--- src/rtl/spi_ram_master_if.sv ---
// Command/SPI bundle for spi_ram_master: request handshake, serial pins, read return.
// master = the serialiser block itself; slave = the host issuing commands plus the SPI target.
// Carries no logic; timing and backpressure are defined by spi_ram_master.
interface spi_ram_master_if #(
  parameter int MEM_WIDTH = 8
);
  logic                 req_valid;
  logic                 req_ready;
  logic [1:0]           req_cmd;
  logic [MEM_WIDTH-1:0] req_data;
  logic                 SS_n;
  logic                 MOSI;
  logic                 MISO;
  logic [MEM_WIDTH-1:0] rd_data;
  logic                 rd_valid;
  logic                 busy;

  modport master (
    input  req_valid, req_cmd, req_data, MISO,
    output req_ready, SS_n, MOSI, rd_data, rd_valid, busy
  );

  modport slave (
    output req_valid, req_cmd, req_data, MISO,
    input  req_ready, SS_n, MOSI, rd_data, rd_valid, busy
  );
endinterface

--- src/rtl/spi_ram_master.sv ---
// Serialises {cmd,data} RAM commands onto SS_n/MOSI and deserialises 8-bit MISO read replies.
// Latency: SS_n low 11 cycles (writes/rd-addr) or 11+RD_WAIT+MEM_WIDTH cycles (rd-data); rd_valid in STOP.
// Backpressure: req_ready only in IDLE, so one command in flight; requests elsewhere are ignored.
module spi_ram_master #(
  parameter int MEM_WIDTH = 8,
  parameter int ADDR_SIZE = 8,  // must equal MEM_WIDTH: address and data share the payload field
  parameter int RD_WAIT   = 2   // 1..15 turnaround cycles before the first MISO sample
) (
  input  logic              clk,
  input  logic              rst,
  spi_ram_master_if.master  bus
);

  localparam int         FRAME_W    = 2 + ADDR_SIZE;
  localparam logic [3:0] SHIFT_LAST = 4'(FRAME_W - 1);
  localparam logic [3:0] TURN_LAST  = 4'(RD_WAIT - 1);
  localparam logic [3:0] CAP_LAST   = 4'(MEM_WIDTH - 1);

  typedef enum logic [2:0] {
    IDLE    = 3'd0,
    START   = 3'd1,
    SHIFT   = 3'd2,
    TURN    = 3'd3,
    CAPTURE = 3'd4,
    STOP    = 3'd5
  } state_t;

  state_t               state;
  state_t               next_state;
  logic [FRAME_W-1:0]   frame;
  logic                 rd_frame;
  logic [3:0]           cnt;
  logic [MEM_WIDTH-1:0] cap_sr;
  logic [MEM_WIDTH-1:0] rd_data_q;
  logic                 accept;
  logic                 ss_n_c;
  logic                 mosi_c;
  logic                 ready_c;
  logic                 busy_c;
  logic                 rd_valid_c;
  logic                 cap_done;

  // State register; reset always lands in IDLE regardless of what is in flight.
  always_ff @(posedge clk) begin
    if (rst) state <= IDLE;
    else     state <= next_state;
  end

  // Next-state and pin decode; START repeats the R/W select bit before the full 10-bit shift.
  always_comb begin
    next_state = state;
    accept     = 1'b0;
    ss_n_c     = 1'b0;
    mosi_c     = 1'b0;
    ready_c    = 1'b0;
    busy_c     = 1'b1;
    rd_valid_c = 1'b0;
    cap_done   = 1'b0;
    case (state)
      IDLE: begin
        ss_n_c  = 1'b1;
        ready_c = 1'b1;
        busy_c  = 1'b0;
        if (bus.req_valid) begin
          accept     = 1'b1;
          next_state = START;
        end
      end
      START: begin
        mosi_c     = frame[FRAME_W-1];
        next_state = SHIFT;
      end
      SHIFT: begin
        mosi_c = frame[FRAME_W-1];
        if (cnt == SHIFT_LAST) next_state = rd_frame ? TURN : STOP;
      end
      TURN: begin
        if (cnt == TURN_LAST) next_state = CAPTURE;
      end
      CAPTURE: begin
        if (cnt == CAP_LAST) begin
          cap_done   = 1'b1;
          next_state = STOP;
        end
      end
      STOP: begin
        ss_n_c     = 1'b1;
        rd_valid_c = rd_frame;
        next_state = IDLE;
      end
      default: begin
        ss_n_c     = 1'b1;
        next_state = IDLE;
      end
    endcase
  end

  // Frame word: loaded on acceptance, shifted MSB-out once per SHIFT cycle.
  always_ff @(posedge clk) begin
    if (rst) begin
      frame    <= '0;
      rd_frame <= 1'b0;
    end else if (accept) begin
      frame    <= {bus.req_cmd, bus.req_data};
      rd_frame <= (bus.req_cmd == 2'b11);
    end else if (state == SHIFT) begin
      frame <= {frame[FRAME_W-2:0], 1'b0};
    end
  end

  // Shared phase counter: restarts on every state change, runs only in timed states.
  always_ff @(posedge clk) begin
    if (rst)                                                   cnt <= '0;
    else if (next_state != state)                              cnt <= '0;
    else if (state == SHIFT || state == TURN || state == CAPTURE) cnt <= cnt + 4'd1;
    else                                                       cnt <= '0;
  end

  // MISO deserialiser; X on MISO during CAPTURE is deliberately passed through unfiltered.
  always_ff @(posedge clk) begin
    if (rst)                   cap_sr <= '0;
    else if (state == CAPTURE) cap_sr <= {cap_sr[MEM_WIDTH-2:0], bus.MISO};
  end

  // Read word publishes on entry to STOP so rd_data and rd_valid coincide; a reset drops a partial word.
  always_ff @(posedge clk) begin
    if (rst)           rd_data_q <= '0;
    else if (cap_done) rd_data_q <= {cap_sr[MEM_WIDTH-2:0], bus.MISO};
  end

  assign bus.SS_n      = ss_n_c;
  assign bus.MOSI      = mosi_c;
  assign bus.req_ready = ready_c;
  assign bus.busy      = busy_c;
  assign bus.rd_valid  = rd_valid_c;
  assign bus.rd_data   = rd_data_q;

endmodule

--- src/flat_wrapper.sv ---
// flat-port wrapper written by rule: the top's interface ports become plain ports
module spi_ram_master_flat 
#(
  parameter int MEM_WIDTH = 8,
  parameter int ADDR_SIZE = 8,                                                                   
  parameter int RD_WAIT   = 2                                                          
)
  (clk, rst, bus_req_valid, bus_req_cmd, bus_req_data, bus_MISO, bus_req_ready, bus_SS_n, bus_MOSI, bus_rd_data, bus_rd_valid, bus_busy);
  spi_ram_master_if #(.MEM_WIDTH(MEM_WIDTH)) bus_i ();
  input  logic clk;
  input  logic rst;
  input wire logic [$bits(bus_i.req_valid)-1:0] bus_req_valid;
  input wire logic [$bits(bus_i.req_cmd)-1:0] bus_req_cmd;
  input wire logic [$bits(bus_i.req_data)-1:0] bus_req_data;
  input wire logic [$bits(bus_i.MISO)-1:0] bus_MISO;
  output wire logic [$bits(bus_i.req_ready)-1:0] bus_req_ready;
  output wire logic [$bits(bus_i.SS_n)-1:0] bus_SS_n;
  output wire logic [$bits(bus_i.MOSI)-1:0] bus_MOSI;
  output wire logic [$bits(bus_i.rd_data)-1:0] bus_rd_data;
  output wire logic [$bits(bus_i.rd_valid)-1:0] bus_rd_valid;
  output wire logic [$bits(bus_i.busy)-1:0] bus_busy;
  assign bus_i.req_valid = bus_req_valid;
  assign bus_i.req_cmd = bus_req_cmd;
  assign bus_i.req_data = bus_req_data;
  assign bus_i.MISO = bus_MISO;
  assign bus_req_ready = bus_i.req_ready;
  assign bus_SS_n = bus_i.SS_n;
  assign bus_MOSI = bus_i.MOSI;
  assign bus_rd_data = bus_i.rd_data;
  assign bus_rd_valid = bus_i.rd_valid;
  assign bus_busy = bus_i.busy;
  spi_ram_master #(.MEM_WIDTH(MEM_WIDTH), .ADDR_SIZE(ADDR_SIZE), .RD_WAIT(RD_WAIT)) u_core (.clk(clk), .rst(rst), .bus(bus_i));
endmodule
--- config.mk ---
export PLATFORM = sky130hd
export DESIGN_NAME = spi_ram_master_flat
export DESIGN_NICKNAME = d
export VERILOG_FILES = /design/src/rtl/spi_ram_master_if.sv /design/src/rtl/spi_ram_master.sv /design/src/flat_wrapper.sv
export SDC_FILE = /design/constraint.sdc
export NUM_CORES = 1
export LEC_CHECK = 0
export BUFFER_PORTS_ARGS = -buffer_cell sky130_fd_sc_hd__buf_4
export CORE_ASPECT_RATIO = 1.2
export CORE_MARGIN = 2
export CORE_UTILIZATION = 55
export CTS_CLUSTER_SIZE = 40
export DETAILED_ROUTE_END_ITERATION = 12
export PLACE_DENSITY = 0.8
export RECOVER_POWER = 100
export SYNTH_ARGS = -nofsm -noshare
export SYNTH_HDL_FRONTEND = slang
export SYNTH_SLANG_ARGS = --single-unit
--- constraint.sdc ---
create_clock -name clk -period 4.6 [get_ports clk]
set_input_delay 0.92 -clock clk [delete_from_list [all_inputs] [get_ports clk]]
set_output_delay 0.92 -clock clk [all_outputs]
set_load 0.02 [all_outputs]
==> summary.txt, run 1 <==
==================================================================================================
Number of rows created at floorplan                                                             20
Initial core utilization                                                                     0.569
Aggregate global routing overflow                                                                0
Full die area                                                                            2990 um^2
Post-synthesis async set-or-reset flop share                                                     0
Areal power density over the cells                                                     332 nW/um^2
Met1 usage in global routing                                                                 0.242
Layout cell share with drive strength beyond 1                                               0.110
Wire per inst                                                                              13.3 um
Number of fill cells in the layout                                                             234
Clock transition time at the flip-flop clock pins of the worst setup and hold paths        0.09 ns
Detailed placement HPWL                                                                    2.00 mm
Met2 global-route usage                                                                      0.380
Tightest slew margin relative to the limit                                                  -0.335
Global routing usage on met3                                                                0.0530
Netlist Area Pre-Place                                                                   1410 um^2
Pleak                                                                                     0.616 nW
Max Clock Freq                                                                           0.320 GHz
Area share of the largest cell type after synthesis                                          0.469
Starting DRT DRC Count                                                                          24
GR Util All Layers                                                                           0.220
Total vias in the final route                                                                 1198
Placeable core region                                                                    2480 um^2
Result of the run                                                                     finished, violations left
Number of primary I/O pins                                                                      27
Clock latency on the worst-skew pair                                                       0.33 ns
CTS H-tree depth                                                                                 2
Number of warnings printed during yosys synthesis                                                0
Maximum ir drop on the vdd rail                                                         0.000233 V
CP Data Arrival Time                                                                       3.34 ns
Setup Fix Bufs, Post-CTS                                                                         0
Cell with the most instances after synthesis                                          sky130_fd_sc_hd__dfxtp_1
Number of hold violations in the final report                                                    0
Setup crit start kind                                                                 primary input
Routed Wire Length                                                                         2.85 mm
TritonCTS buffer count                                                                           5
Die X-Extent                                                                               50.2 um
Net count, final                                                                               197
Final non-filler cell area                                                               1580 um^2
Syn nets                                                                                       175
Count of buffers inserted at the top-level ports                                                26
Number of instances in the synthesized netlist                                                 159
Required time reported for the critical path endpoint                                      4.81 ns
Minimum setup slack among reg-to-reg paths                                                 1.60 ns
Most frequent cells after synthesis                                                   33 x sky130_fd_sc_hd__dfxtp_1, 29 x sky130_fd_sc_hd__nand2_1, 20 x sky130_fd_sc_hd__a21oi_1
Hold WC Path Type                                                                     flip-flop to flip-flop
Clock tree skew after final layout                                                      0.00503 ns
CTS resizes                                                                                      0
Number of violations of the max-capacitance limit                                                1
Placed inst area                                                                         1590 um^2
Transition time at the pin with the least slew margin                                      1.98 ns
Highest fanout seen on the critical path                                                        14
Setup-violating endpoint count in the final report                                               0
Stage delay of the slowest cell on the critical path                                       1.52 ns
Number of global-route vias before repair                                                     1115
Antenna violations before repair                                                                 0
Dominant synthesized flop cell                                                        sky130_fd_sc_hd__dfxtp_1
Avg Synthesized Cell Area                                                                8.87 um^2
Layout overhead on the synthesized area                                                      11.7%
Pin count of the biggest net entering global routing                                            34
Clock net sink count                                                                            33
Hold-fix buffers at CTS                                                                          0
Number of routed nets with antenna violations                                                    0
Global-route wire length before repair                                                     4.86 mm
Number of buffers on the longest clock path                                                      2
Number of library cell types mapped by synthesis                                                34
Total negative slack for setup checks                                                         0 ns
Failing checks                                                                        max-capacitance violations, max-slew violations
Antenna diode count                                                                              0
Post-layout min period                                                                     3.13 ns
Number of vias per cell                                                                       5.60
Post-synthesis sequential area ratio                                                         0.469
Chip Height                                                                                59.5 um
DR DRC count                                                                                     0
Critical setup path kind                                                              primary input to flip-flop
RSZ-0062 raised after global routing                                                         false
Cell breakdown of the critical path                                                   clkbuf_4 -> nor4b_1 -> nor2_1 -> nand2_1 -> a21oi_1
Drt first pass iters                                                                             4
Cell type with the largest total area after synthesis                                 sky130_fd_sc_hd__dfxtp_1
Area contributors post-synth                                                          sky130_fd_sc_hd__dfxtp_1 47%, sky130_fd_sc_hd__nand2_1 7.7%, sky130_fd_sc_hd__a21oi_1 7.1%
Number of pins exceeding their max-slew limit in the final report                               15
Flops & latches, synth                                                                          33
Most heavily used metal layer in global routing                                               met2
Kind of capture point of the worst setup path                                            flip-flop
Highest-delay cell along the critical path                                            sky130_fd_sc_hd__nor4b_1
Global placer's final weighted congestion                                                    0.838
Post-route clock period utilization                                                          0.680
Number of enable flip-flop cells after synthesis                                                 0
TritonCTS clock tree                                                                         built
Clock tree root driver cell                                                           sky130_fd_sc_hd__clkbuf_4
==================================================================================================
-- layout by cell type (no fill, tap or decap), drive strengths merged, types with 2 or more instances in the layout --
cell	count
nor3b	5
mux2i	8
a21oi	20
clkbuf	21
inv	2
and3	2
dfxtp	33
and2	2
nor4	5
a22oi	9
nand2	29
xnor2	2
buf	12
nand3	2
ha	2
nor2	13
-- per-layer routing --
metal | share of wire | wire length (um)
met1 | 0.42 | 1190
met4 | 0.027 | 76
met3 | 0.043 | 123
met2 | 0.51 | 1460
met5 | 0 | 0
-- sequential cells by signal (all words and copies together), names as in the netlist --
| register | count |
|---|---|
| u_core.cnt | 4 |
| u_core.frame | 10 |
| u_core.state | 3 |
| u_core.cap_sr | 7 |
| u_core.bus.rd_data | 8 |
| u_core.rd_frame | 1 |
-- worst paths after layout --
check | from | to | cells after the start
setup / recovery | bus_req_valid | u_core.frame[5] | 5
setup reg to reg | u_core.state[0] | u_core.frame[5] | 4
hold reg to reg | u_core.frame[9] | u_core.frame[9] | 2
hold / removal | u_core.frame[9] | u_core.frame[9] | 2
-- layout make-up --
type                    count  area, um^2  share of cell area
multi-input cells         113         664               0.422
flip-flops and latches     33         661               0.419
repair buffers             26         146              0.0929
clock buffers               7        55.1              0.0349
well taps                  33        41.3              0.0262
inverters                   2        7.51             0.00477
-- cell families after synthesis --
family	count (synthesis)	share of synthesized area
AND/OR/NAND/NOR	66	0.239
buffers and inverters	13	0.0479
AO/OA/AOI/OAI	34	0.152
multiplexers	8	0.0568
XOR/XNOR	3	0.0186
flip-flops	33	0.468
adder cells (fa/ha/maj)	2	0.0177
-- power breakdown --
part           internal, mW  leakage (nW)  switching, mW
sequential            0.294         0.268        0.00855
clock                0.0720        0.0314         0.0907
combinational        0.0234         0.316         0.0342
total                 0.390         0.616          0.133
-- stage by stage --
stage                     hold WS (ns)  worst slack [ns]  std cells  total power, mW  utilization
after floorplan                  0.432              2.06        159            0.351            -
after global placement           0.443              2.05        207            0.369        0.640
after detailed placement         0.447              1.98        207            0.372        0.640
after CTS                        0.460              2.18        214            0.533        0.663
after global routing             0.484              1.17        214            0.550        0.636
final                            0.457              1.47        214            0.523        0.636
-- worst max-delay path, delay by kind of cell --
family          cells  cell delay, ns
compound gates      1            0.08
simple gates        3            2.23
buf+inv             1            0.10
Note: power is estimated with default switching activity, not from simulation.
==> inputs of run 2 (changes only) <==
--- a/config.mk
+++ b/config.mk
@@ -8,10 +8,10 @@
 export BUFFER_PORTS_ARGS = -buffer_cell sky130_fd_sc_hd__buf_4
 export CORE_ASPECT_RATIO = 1.2
 export CORE_MARGIN = 2
-export CORE_UTILIZATION = 55
+export CORE_UTILIZATION = 53
 export CTS_CLUSTER_SIZE = 40
 export DETAILED_ROUTE_END_ITERATION = 12
-export PLACE_DENSITY = 0.8
+export PLACE_DENSITY = 0.78
 export RECOVER_POWER = 100
 export SYNTH_ARGS = -nofsm -noshare
 export SYNTH_HDL_FRONTEND = slang
==> constraint.sdc (replaced) <==
create_clock -name clk -period 3.2 [get_ports clk]
set_input_delay 0.64 -clock clk [delete_from_list [all_inputs] [get_ports clk]]
set_output_delay 0.64 -clock clk [all_outputs]
set_load 0.02 [all_outputs]
==> run 2 against run 1 <==
The run now ends clean. Register-to-register slack got worse by 0.45 ns. Critical path depth decreased by 2. Via count decreased by 0.17%. Final cell count increased by 0.93%. Setup slack got worse by 0.45 ns. Clock skew increased by 0.00059 ns. Sequential power increased by 44%. Sequential cell count unchanged. Count of clock-buffer cells in the layout unchanged. Hold slack improved by 0.0011 ns. Largest cell class unchanged.
==> summary.txt, run 2 (synthesized netlist as in run 1, its figures left out) <==
==================================================================================================
Result of the run                                                                     finished, final reports clean   was finished, violations left
Stages on the worst setup path                                                                   3   was 5
Worst path bufs/invs                                                                             1   unchanged
Relative contribution of sequential cells to total power                                     0.576   was 0.579
Full die area                                                                            3090 um^2   was 2990 um^2
Number of global-route vias before repair                                                     1080   was 1115
Clock power share                                                                            0.313   was 0.311
Launch point of the worst reg-to-reg path                                             u_core.state[2]   was u_core.state[0]
Number of buffers on the longest clock path                                                      2   unchanged
Kind of capture point of the worst setup path                                           output pin   was flip-flop
Total negative slack for setup checks                                                         0 ns   unchanged
Number of vias per cell                                                                       5.54   was 5.60
Antenna violations before repair                                                                 0   unchanged
Clock tree root driver cell                                                           sky130_fd_sc_hd__clkbuf_4   unchanged
Total vias in the final route                                                                 1196   was 1198
Layout overhead on the synthesized area                                                      12.9%   was 11.7%
DR DRC count                                                                                     0   unchanged
Routed Wire Length                                                                         2.76 mm   was 2.85 mm
Startpoint of the most critical setup path                                            u_core.state[2]   was bus_req_valid
Aggregate global routing overflow                                                                0   unchanged
Global placer's final weighted congestion                                                    0.840   was 0.838
Minimum setup slack among reg-to-reg paths                                                 1.15 ns   was 1.60 ns
Placeable core region                                                                    2530 um^2   was 2480 um^2
Crit path capture                                                                     bus_rd_valid   was u_core.frame[5]
Leading cell type in the layout, fill and taps excluded                               sky130_fd_sc_hd__dfxtp_1   unchanged
Layout cell share with drive strength beyond 1                                               0.120   was 0.110
Net count, final                                                                               199   was 197
Hold-fix buffers at CTS                                                                          0   unchanged
Critical setup path kind                                                              flip-flop to output pin   was primary input to flip-flop
CTS H-tree depth                                                                                 2   unchanged
CP Data Arrival Time                                                                       1.53 ns   was 3.34 ns
GR Util All Layers                                                                           0.205   was 0.220
Count of buffers inserted at the top-level ports                                                26   unchanged
Required time reported for the critical path endpoint                                      2.56 ns   was 4.81 ns
Critical register-to-register path endpoint                                           u_core.cnt[2]   was u_core.frame[5]
Max Clock Freq                                                                           0.460 GHz
Flip-flop count of the largest register after layout                                            10   unchanged
TritonCTS clock tree                                                                         built   unchanged
Setup crit start kind                                                                    flip-flop   was primary input
Setup Fix Bufs, Post-CTS                                                                         0   unchanged
Initial core utilization                                                                     0.558   was 0.569
Clock transition time at the flip-flop clock pins of the worst setup and hold paths        0.10 ns   was 0.09 ns
Setup-violating endpoint count in the final report                                               0   unchanged
Antenna diode count                                                                              0   unchanged
Stage delay of the slowest cell on the critical path                                       0.51 ns   was 1.52 ns
Areal power density over the cells                                                     475 nW/um^2   was 332 nW/um^2
Die X-Extent                                                                               51.1 um   was 50.2 um
Proportion of power drawn by combinational gates                                             0.112   was 0.110
Most flops, register                                                                  u_core.frame   unchanged
Global-route wire length before repair                                                     4.66 mm   was 4.86 mm
Tightest slew margin relative to the limit                                                   0.578   was -0.335
Switching power total                                                                     0.194 mW   was 0.133 mW
Maximum ir drop on the vdd rail                                                         0.000319 V   was 0.000233 V
Inst Count DP                                                                                  209   was 207
Number of fill cells in the layout                                                             246   was 234
Internal                                                                                  0.562 mW   was 0.390 mW
Clock tree skew after final layout                                                      0.00562 ns   was 0.00503 ns
Pleak                                                                                     0.626 nW   was 0.616 nW
Post-layout min period                                                                     2.17 ns
CTS resizes                                                                                      0   unchanged
Hold WC Path Type                                                                     flip-flop to flip-flop   unchanged
Highest-delay cell along the critical path                                            sky130_fd_sc_hd__dfxtp_1   was sky130_fd_sc_hd__nor4b_1
Number of hold violations in the final report                                                    0   unchanged
Layout Cells excl Fill                                                                         216   was 214
Highest fanout seen on the critical path                                                        11   was 14
Transition time at the pin with the least slew margin                                     0.631 ns   was 1.98 ns
Wire per inst                                                                              12.8 um   was 13.3 um
Drt first pass iters                                                                             4   unchanged
Clock net sink count                                                                            33   unchanged
Post-route clock period utilization                                                          0.679
Detailed placement HPWL                                                                    1.93 mm   was 2.00 mm
Number of primary I/O pins                                                                      27   unchanged
Number of violations of the max-capacitance limit                                                0   was 1
Pin count of the biggest net entering global routing                                            34   unchanged
Chip Height                                                                                60.5 um   was 59.5 um
Clock latency on the worst-skew pair                                                       0.33 ns   about the same
Number of pins exceeding their max-slew limit in the final report                                0   was 15
Number of rows created at floorplan                                                             20   unchanged
Top library cells by usage in the layout, fill and taps aside                         33 x sky130_fd_sc_hd__dfxtp_1, 29 x sky130_fd_sc_hd__nand2_1, 20 x sky130_fd_sc_hd__a21oi_1   unchanged
Worst r2r path cells                                                                             4   unchanged
Number of routed nets with antenna violations                                                    0   unchanged
Switching Fraction                                                                           0.256   was 0.255
Cell breakdown of the critical path                                                   nor2b_1 -> and3_1 -> clkbuf_1   was clkbuf_4 -> nor4b_1 -> nor2_1 -> nand2_1 -> a21oi_1
TritonCTS buffer count                                                                           5   unchanged
RSZ-0062 raised after global routing                                                         false   unchanged
Cell type group with the largest total delay on the critical path                       flip-flops   was simple AND/OR/NAND/NOR gates
Starting DRT DRC Count                                                                          44   was 24
==================================================================================================
## run 2: changes by cell type in the layout (fill, tap and decap cells not counted), sizes merged
cell,change
buf,+2
## run 2: power groups by stage
stage / Clock (mW) / Sequential (mW) / Combinational [mW]
2_1_floorplan: 0 / 0.438 / 0.0667
3_5_place_dp: 0 / 0.445 / 0.0918
4_1_cts: 0.241 / 0.435 / 0.0920
6_report: 0.236 / 0.435 / 0.0846
3_3_place_gp: 0 / 0.444 / 0.0892
5_1_grt: 0.260 / 0.437 / 0.0946
## run 2: per-stage QoR
stage	instance area, um^2	setup WS, ns	hold slack [ns]	util	power, mW
global placement	1600	1.32	0.443	0.634	0.533
global route	1590	0.874	0.477	0.630	0.792
finish	1590	1.03	0.458	0.630	0.756
detailed placement	1600	1.22	0.447	0.634	0.537
floorplan	1410	0.943	0.432	-	0.505
CTS	1660	1.09	0.459	0.655	0.768
## run 2: metal layers
layer,vias up,routed length [um],GRT usage
met2,28,1380,0.345
met5,-,0,0
met4,0,46,0.0927
met1,557,1190,0.234
met3,6,142,0.0739
li1,605,-,-
## run 2: worst min-delay path by stage
| stage | from | to | slack, ns | depth (start not counted) |
|---|---|---|---|---|
| 4_1_cts | u_core.frame[2] | u_core.frame[2] | 0.46 | 2 |
| 5_1_grt | u_core.frame[2] | u_core.frame[2] | 0.48 | 2 |
| 2_1_floorplan | u_core.frame[9] | u_core.frame[9] | 0.43 | 2 |
| 3_5_place_dp | u_core.frame[2] | u_core.frame[2] | 0.45 | 2 |
| 6_report | u_core.frame[8] | u_core.frame[8] | 0.46 | 2 |
| 3_3_place_gp | u_core.frame[6] | u_core.frame[6] | 0.44 | 2 |
## run 2: layout make-up
type / count / area (um^2) / share of cell area
Clock buffer: 7 / 55.1 / 0.0346
Inverter: 2 / 7.51 / 0.00472
Multi-Input combinational cell: 113 / 669 / 0.421
Sequential cell: 33 / 661 / 0.415
Tap cell: 33 / 41.3 / 0.0259
Timing Repair Buffer: 28 / 158 / 0.0991
## run 2: worst reg2reg max path, stage by stage, from the launching register on
cell and delay (ns):
sky130_fd_sc_hd__dfxtp_1 0.51, sky130_fd_sc_hd__nor2b_1 0.27, sky130_fd_sc_hd__nand4_1 0.55, sky130_fd_sc_hd__a31oi_1 0.50, sky130_fd_sc_hd__nor4_1 0.10
==> inputs of run 3 (changes only) <==
--- a/config.mk
+++ b/config.mk
@@ -5,13 +5,14 @@
 export SDC_FILE = /design/constraint.sdc
 export NUM_CORES = 1
 export LEC_CHECK = 0
+export ABC_AREA = 1
 export BUFFER_PORTS_ARGS = -buffer_cell sky130_fd_sc_hd__buf_4
 export CORE_ASPECT_RATIO = 1.2
 export CORE_MARGIN = 2
-export CORE_UTILIZATION = 53
+export CORE_UTILIZATION = 48
 export CTS_CLUSTER_SIZE = 40
 export DETAILED_ROUTE_END_ITERATION = 12
-export PLACE_DENSITY = 0.78
+export PLACE_DENSITY = 0.74
 export RECOVER_POWER = 100
 export SYNTH_ARGS = -nofsm -noshare
 export SYNTH_HDL_FRONTEND = slang
==> constraint.sdc (replaced) <==
create_clock -name clk -period 1.9 [get_ports clk]
set_input_delay 0.38 -clock clk [delete_from_list [all_inputs] [get_ports clk]]
set_output_delay 0.38 -clock clk [all_outputs]
set_load 0.02 [all_outputs]
==> run 3 against run 2 <==
Utilization decreased by 3.2 points. Cell area up 5.7%. Hold slack got worse by 0.17 ns. Global-route usage shrank 2.7 points.
==> summary.txt, run 3 <==
==================================================================================================
Number of enable flip-flop cells after synthesis                                                 0   unchanged
Total vias in the final route                                                                 1242   was 1196
Number of routed nets with antenna violations                                                    0   unchanged
Clock latency on the worst-skew pair                                                       0.31 ns   was 0.33 ns
Post-layout min period                                                                     1.79 ns
Met3 wire length                                                                            113 um   was 142 um
Cell type with the largest total area after synthesis                                 sky130_fd_sc_hd__dfxtp_1   unchanged
Detailed placement HPWL                                                                    1.98 mm   was 1.93 mm
Layout overhead on the synthesized area                                                      17.7%   was 12.9%
Number of instances in the synthesized netlist                                                 198   was 159
Placed inst area                                                                         1650 um^2   was 1600 um^2
Met2 WL                                                                                    1.26 mm   was 1.38 mm
Highest metal layer with signal wires                                                         met4   unchanged
Final non-filler cell area                                                               1680 um^2   was 1590 um^2
Netlist Area Pre-Place                                                                   1430 um^2   was 1410 um^2
Number of hold violations in the final report                                                    0   unchanged
Number of rows created at floorplan                                                             21   was 20
Hold WC Path Type                                                                     primary input to flip-flop   was flip-flop to flip-flop
Tightest slew margin relative to the limit                                                   0.760   was 0.578
Clock tree skew after final layout                                                      0.00319 ns   was 0.00562 ns
Number of library cell types mapped by synthesis                                                24   was 34
Top library cells by usage in the layout, fill and taps aside                         51 x sky130_fd_sc_hd__nand2_1, 32 x sky130_fd_sc_hd__dfxtp_1, 26 x sky130_fd_sc_hd__nor2_1   was 33 x sky130_fd_sc_hd__dfxtp_1, 29 x sky130_fd_sc_hd__nand2_1, 20 x sky130_fd_sc_hd__a21oi_1
Result of the run                                                                     finished, final reports clean   unchanged
Cell breakdown of the critical path                                                   inv_2 -> nand3_4 -> o21ai_0 -> nor2_1 -> clkbuf_2   was nor2b_1 -> and3_1 -> clkbuf_1
Critical setup path kind                                                              flip-flop to output pin   unchanged
Global placer's final weighted congestion                                                    0.885   was 0.840
Cell with the most instances after synthesis                                          sky130_fd_sc_hd__nand2_1   was sky130_fd_sc_hd__dfxtp_1
Maximum ir drop on the vdd rail                                                         0.000591 V   was 0.000319 V
Aggregate global routing overflow                                                                0   unchanged
Initial core utilization                                                                     0.508   was 0.558
Areal power density over the cells                                                     860 nW/um^2   was 475 nW/um^2
Pin count of the biggest net entering global routing                                            14   was 34
Clock net sink count                                                                            33   unchanged
Post-synthesis async set-or-reset flop share                                                     0   unchanged
Die X-Extent                                                                               53.8 um   was 51.1 um
Routed length on met1                                                                      1.30 mm   was 1.19 mm
Antenna violations before repair                                                                 0   unchanged
Most flops, register                                                                  u_core.frame   unchanged
Number of vias per cell                                                                       4.74   was 5.54
Setup Fix Bufs, Post-CTS                                                                         0   unchanged
Most frequent cells after synthesis                                                   50 x sky130_fd_sc_hd__nand2_1, 33 x sky130_fd_sc_hd__dfxtp_1, 26 x sky130_fd_sc_hd__nor2_1   was 33 x sky130_fd_sc_hd__dfxtp_1, 29 x sky130_fd_sc_hd__nand2_1, 20 x sky130_fd_sc_hd__a21oi_1
Leading cell type in the layout, fill and taps excluded                               sky130_fd_sc_hd__nand2_1   was sky130_fd_sc_hd__dfxtp_1
Minimum setup slack among reg-to-reg paths                                                 0.29 ns   was 1.15 ns
DR DRC count                                                                                     0   unchanged
Pleak                                                                                     0.782 nW   was 0.626 nW
Total negative slack for setup checks                                                         0 ns   unchanged
Highest-delay cell along the critical path                                            sky130_fd_sc_hd__dfxtp_1   unchanged
Kind of capture point of the worst setup path                                           output pin   unchanged
Number of pins exceeding their max-slew limit in the final report                                0   unchanged
Routed Wire Length                                                                         2.70 mm   was 2.76 mm
CP Data Arrival Time                                                                       1.41 ns   was 1.53 ns
TritonCTS clock tree                                                                         built   unchanged
Hold Crit Depth                                                                                  2   unchanged
Setup-violating endpoint count in the final report                                               0   unchanged
Setup crit start kind                                                                    flip-flop   unchanged
Chip Height                                                                                63.8 um   was 60.5 um
Post-route clock period utilization                                                          0.942
Drt first pass iters                                                                             4   unchanged
Full die area                                                                            3430 um^2   was 3090 um^2
Number of violations of the max-capacitance limit                                                0   unchanged
Max Clock Freq                                                                           0.559 GHz
Wire per inst                                                                              10.3 um   was 12.8 um
Area share of the largest cell type after synthesis                                          0.462   was 0.469
Starting DRT DRC Count                                                                          31   was 44
Flops & latches, synth                                                                          33   unchanged
Number of warnings printed during yosys synthesis                                                0   unchanged
Worst setup slack after placement                                                         0.491 ns   was 1.22 ns
Required time reported for the critical path endpoint                                      1.52 ns   was 2.56 ns
Worst r2r path cells                                                                             8   was 4
Clock transition time at the flip-flop clock pins of the worst setup and hold paths        0.10 ns   about the same
Dominant synthesized flop cell                                                        sky130_fd_sc_hd__dfxtp_1   unchanged
TritonCTS buffer count                                                                           5   unchanged
Transition time at the pin with the least slew margin                                     0.359 ns   was 0.631 ns
Number of primary I/O pins                                                                      27   unchanged
Inst Count DP                                                                                  254   was 209
Flip-flop count of the largest register after layout                                            10   unchanged
Area contributors post-synth                                                          sky130_fd_sc_hd__dfxtp_1 46%, sky130_fd_sc_hd__nand2_1 13%, sky130_fd_sc_hd__nor2_1 6.8%   was sky130_fd_sc_hd__dfxtp_1 47%, sky130_fd_sc_hd__nand2_1 7.7%, sky130_fd_sc_hd__a21oi_1 7.1%
Stage delay of the slowest cell on the critical path                                       0.41 ns   was 0.51 ns
Number of buffers on the longest clock path                                                      2   unchanged
Syn nets                                                                                       214   was 175
Global-route wire length before repair                                                     4.64 mm   was 4.66 mm
Layout Cells excl Fill                                                                         262   was 216
RSZ-0062 raised after global routing                                                         false   unchanged
Minimum setup slack in the final design                                                   0.110 ns   was 1.03 ns
Placeable core region                                                                    2810 um^2   was 2530 um^2
CTS H-tree depth                                                                                 2   unchanged
GR Util All Layers                                                                           0.178   was 0.205
Antenna diode count                                                                              0   unchanged
Clock tree root driver cell                                                           sky130_fd_sc_hd__clkbuf_4   unchanged
Post-synthesis sequential area ratio                                                         0.462   was 0.469
Avg Synthesized Cell Area                                                                7.22 um^2   was 8.87 um^2
Layout cell share with drive strength beyond 1                                               0.149   was 0.120
Hold-fix buffers at CTS                                                                          0   unchanged
Highest fanout seen on the critical path                                                        10   was 11
Count of buffers inserted at the top-level ports                                                26   unchanged
Number of global-route vias before repair                                                     1128   was 1080
Net count, final                                                                               243   was 199
==================================================================================================
[run 3: cell count changes in the layout (fill, tap and decap cells not counted), moves of 8 or more]
cell / before / now
sky130_fd_sc_hd__nand2_1: 29 / 51
sky130_fd_sc_hd__a21oi_1: 20 / 9
sky130_fd_sc_hd__mux2i_1: 8 / 0
sky130_fd_sc_hd__a22oi_1: 9 / 0
sky130_fd_sc_hd__nor2_1: 13 / 26
sky130_fd_sc_hd__inv_1: 2 / 23
sky130_fd_sc_hd__nand3_1: 2 / 15
sky130_fd_sc_hd__o21ai_0: 1 / 14
[run 3: metrics by stage]
| step | hold WS, ns | utilization | power [mW] |
|---|---|---|---|
| global placement | 0.449 | 0.586 | 0.930 |
| floorplan | 0.434 | - | 0.873 |
| global route | 0.282 | 0.598 | 1.51 |
| CTS | 0.281 | 0.616 | 1.47 |
| finish | 0.289 | 0.598 | 1.45 |
| detailed placement | 0.457 | 0.586 | 0.931 |
[run 3: metal layers]
metal  track usage  up-vias
met3        0.0421        5
li1              -      679
met5             0        -
met2         0.293       21
met4        0.0673        0
met1         0.219      537
[run 3: layout make-up]
| class | instances | area [um^2] |
|---|---|---|
| well taps | 34 | 42.5 |
| clock buffers | 7 | 55.1 |
| multi-input cells | 133 | 628 |
| inverters | 26 | 97.6 |
| flip-flops and latches | 33 | 662 |
| repair buffers | 28 | 166 |
| fillers | 276 | 1130 |
| clock inverters | 1 | 30.0 |
[run 3: repair_timing]
item,CTS,global route
endpoints found under the hold margin,0,0
setup endpoints to repair,0,1
gates resized for setup,0,1
[run 3: worst max-delay path, delay by kind of cell, from the launching register on]
family                 cells  cell delay [ns]
AND/OR/NAND/NOR            2             0.27
flip-flops                 1             0.41
AO/OA/AOI/OAI              1             0.14
buffers and inverters      2             0.27
[run 3: cells by family after synthesis]
family / after synthesis / synth area share
buffers and inverters: 32 / 0.0928
AND/OR/NAND/NOR: 99 / 0.299
AO/OA/AOI/OAI: 30 / 0.116
XOR/XNOR: 2 / 0.0123
adder cells (fa/ha/maj): 2 / 0.0175
flip-flops: 33 / 0.462
[run 3: worst paths after layout]
kind / end / from
setup / recovery: bus_SS_n / u_core.state[1]
hold / removal: u_core.state[2] / rst
setup reg to reg: u_core.frame[9] / u_core.state[2]
hold reg to reg: u_core.frame[0] / u_core.frame[0]
[run 3: where the power goes]
group | internal [mW] | leakage, nW | switching [mW]
Sequential | 0.716 | 0.268 | 0.0170
Clock | 0.314 | 0.0455 | 0.229
Combinational | 0.0631 | 0.469 | 0.106
Total | 1.09 | 0.782 | 0.352
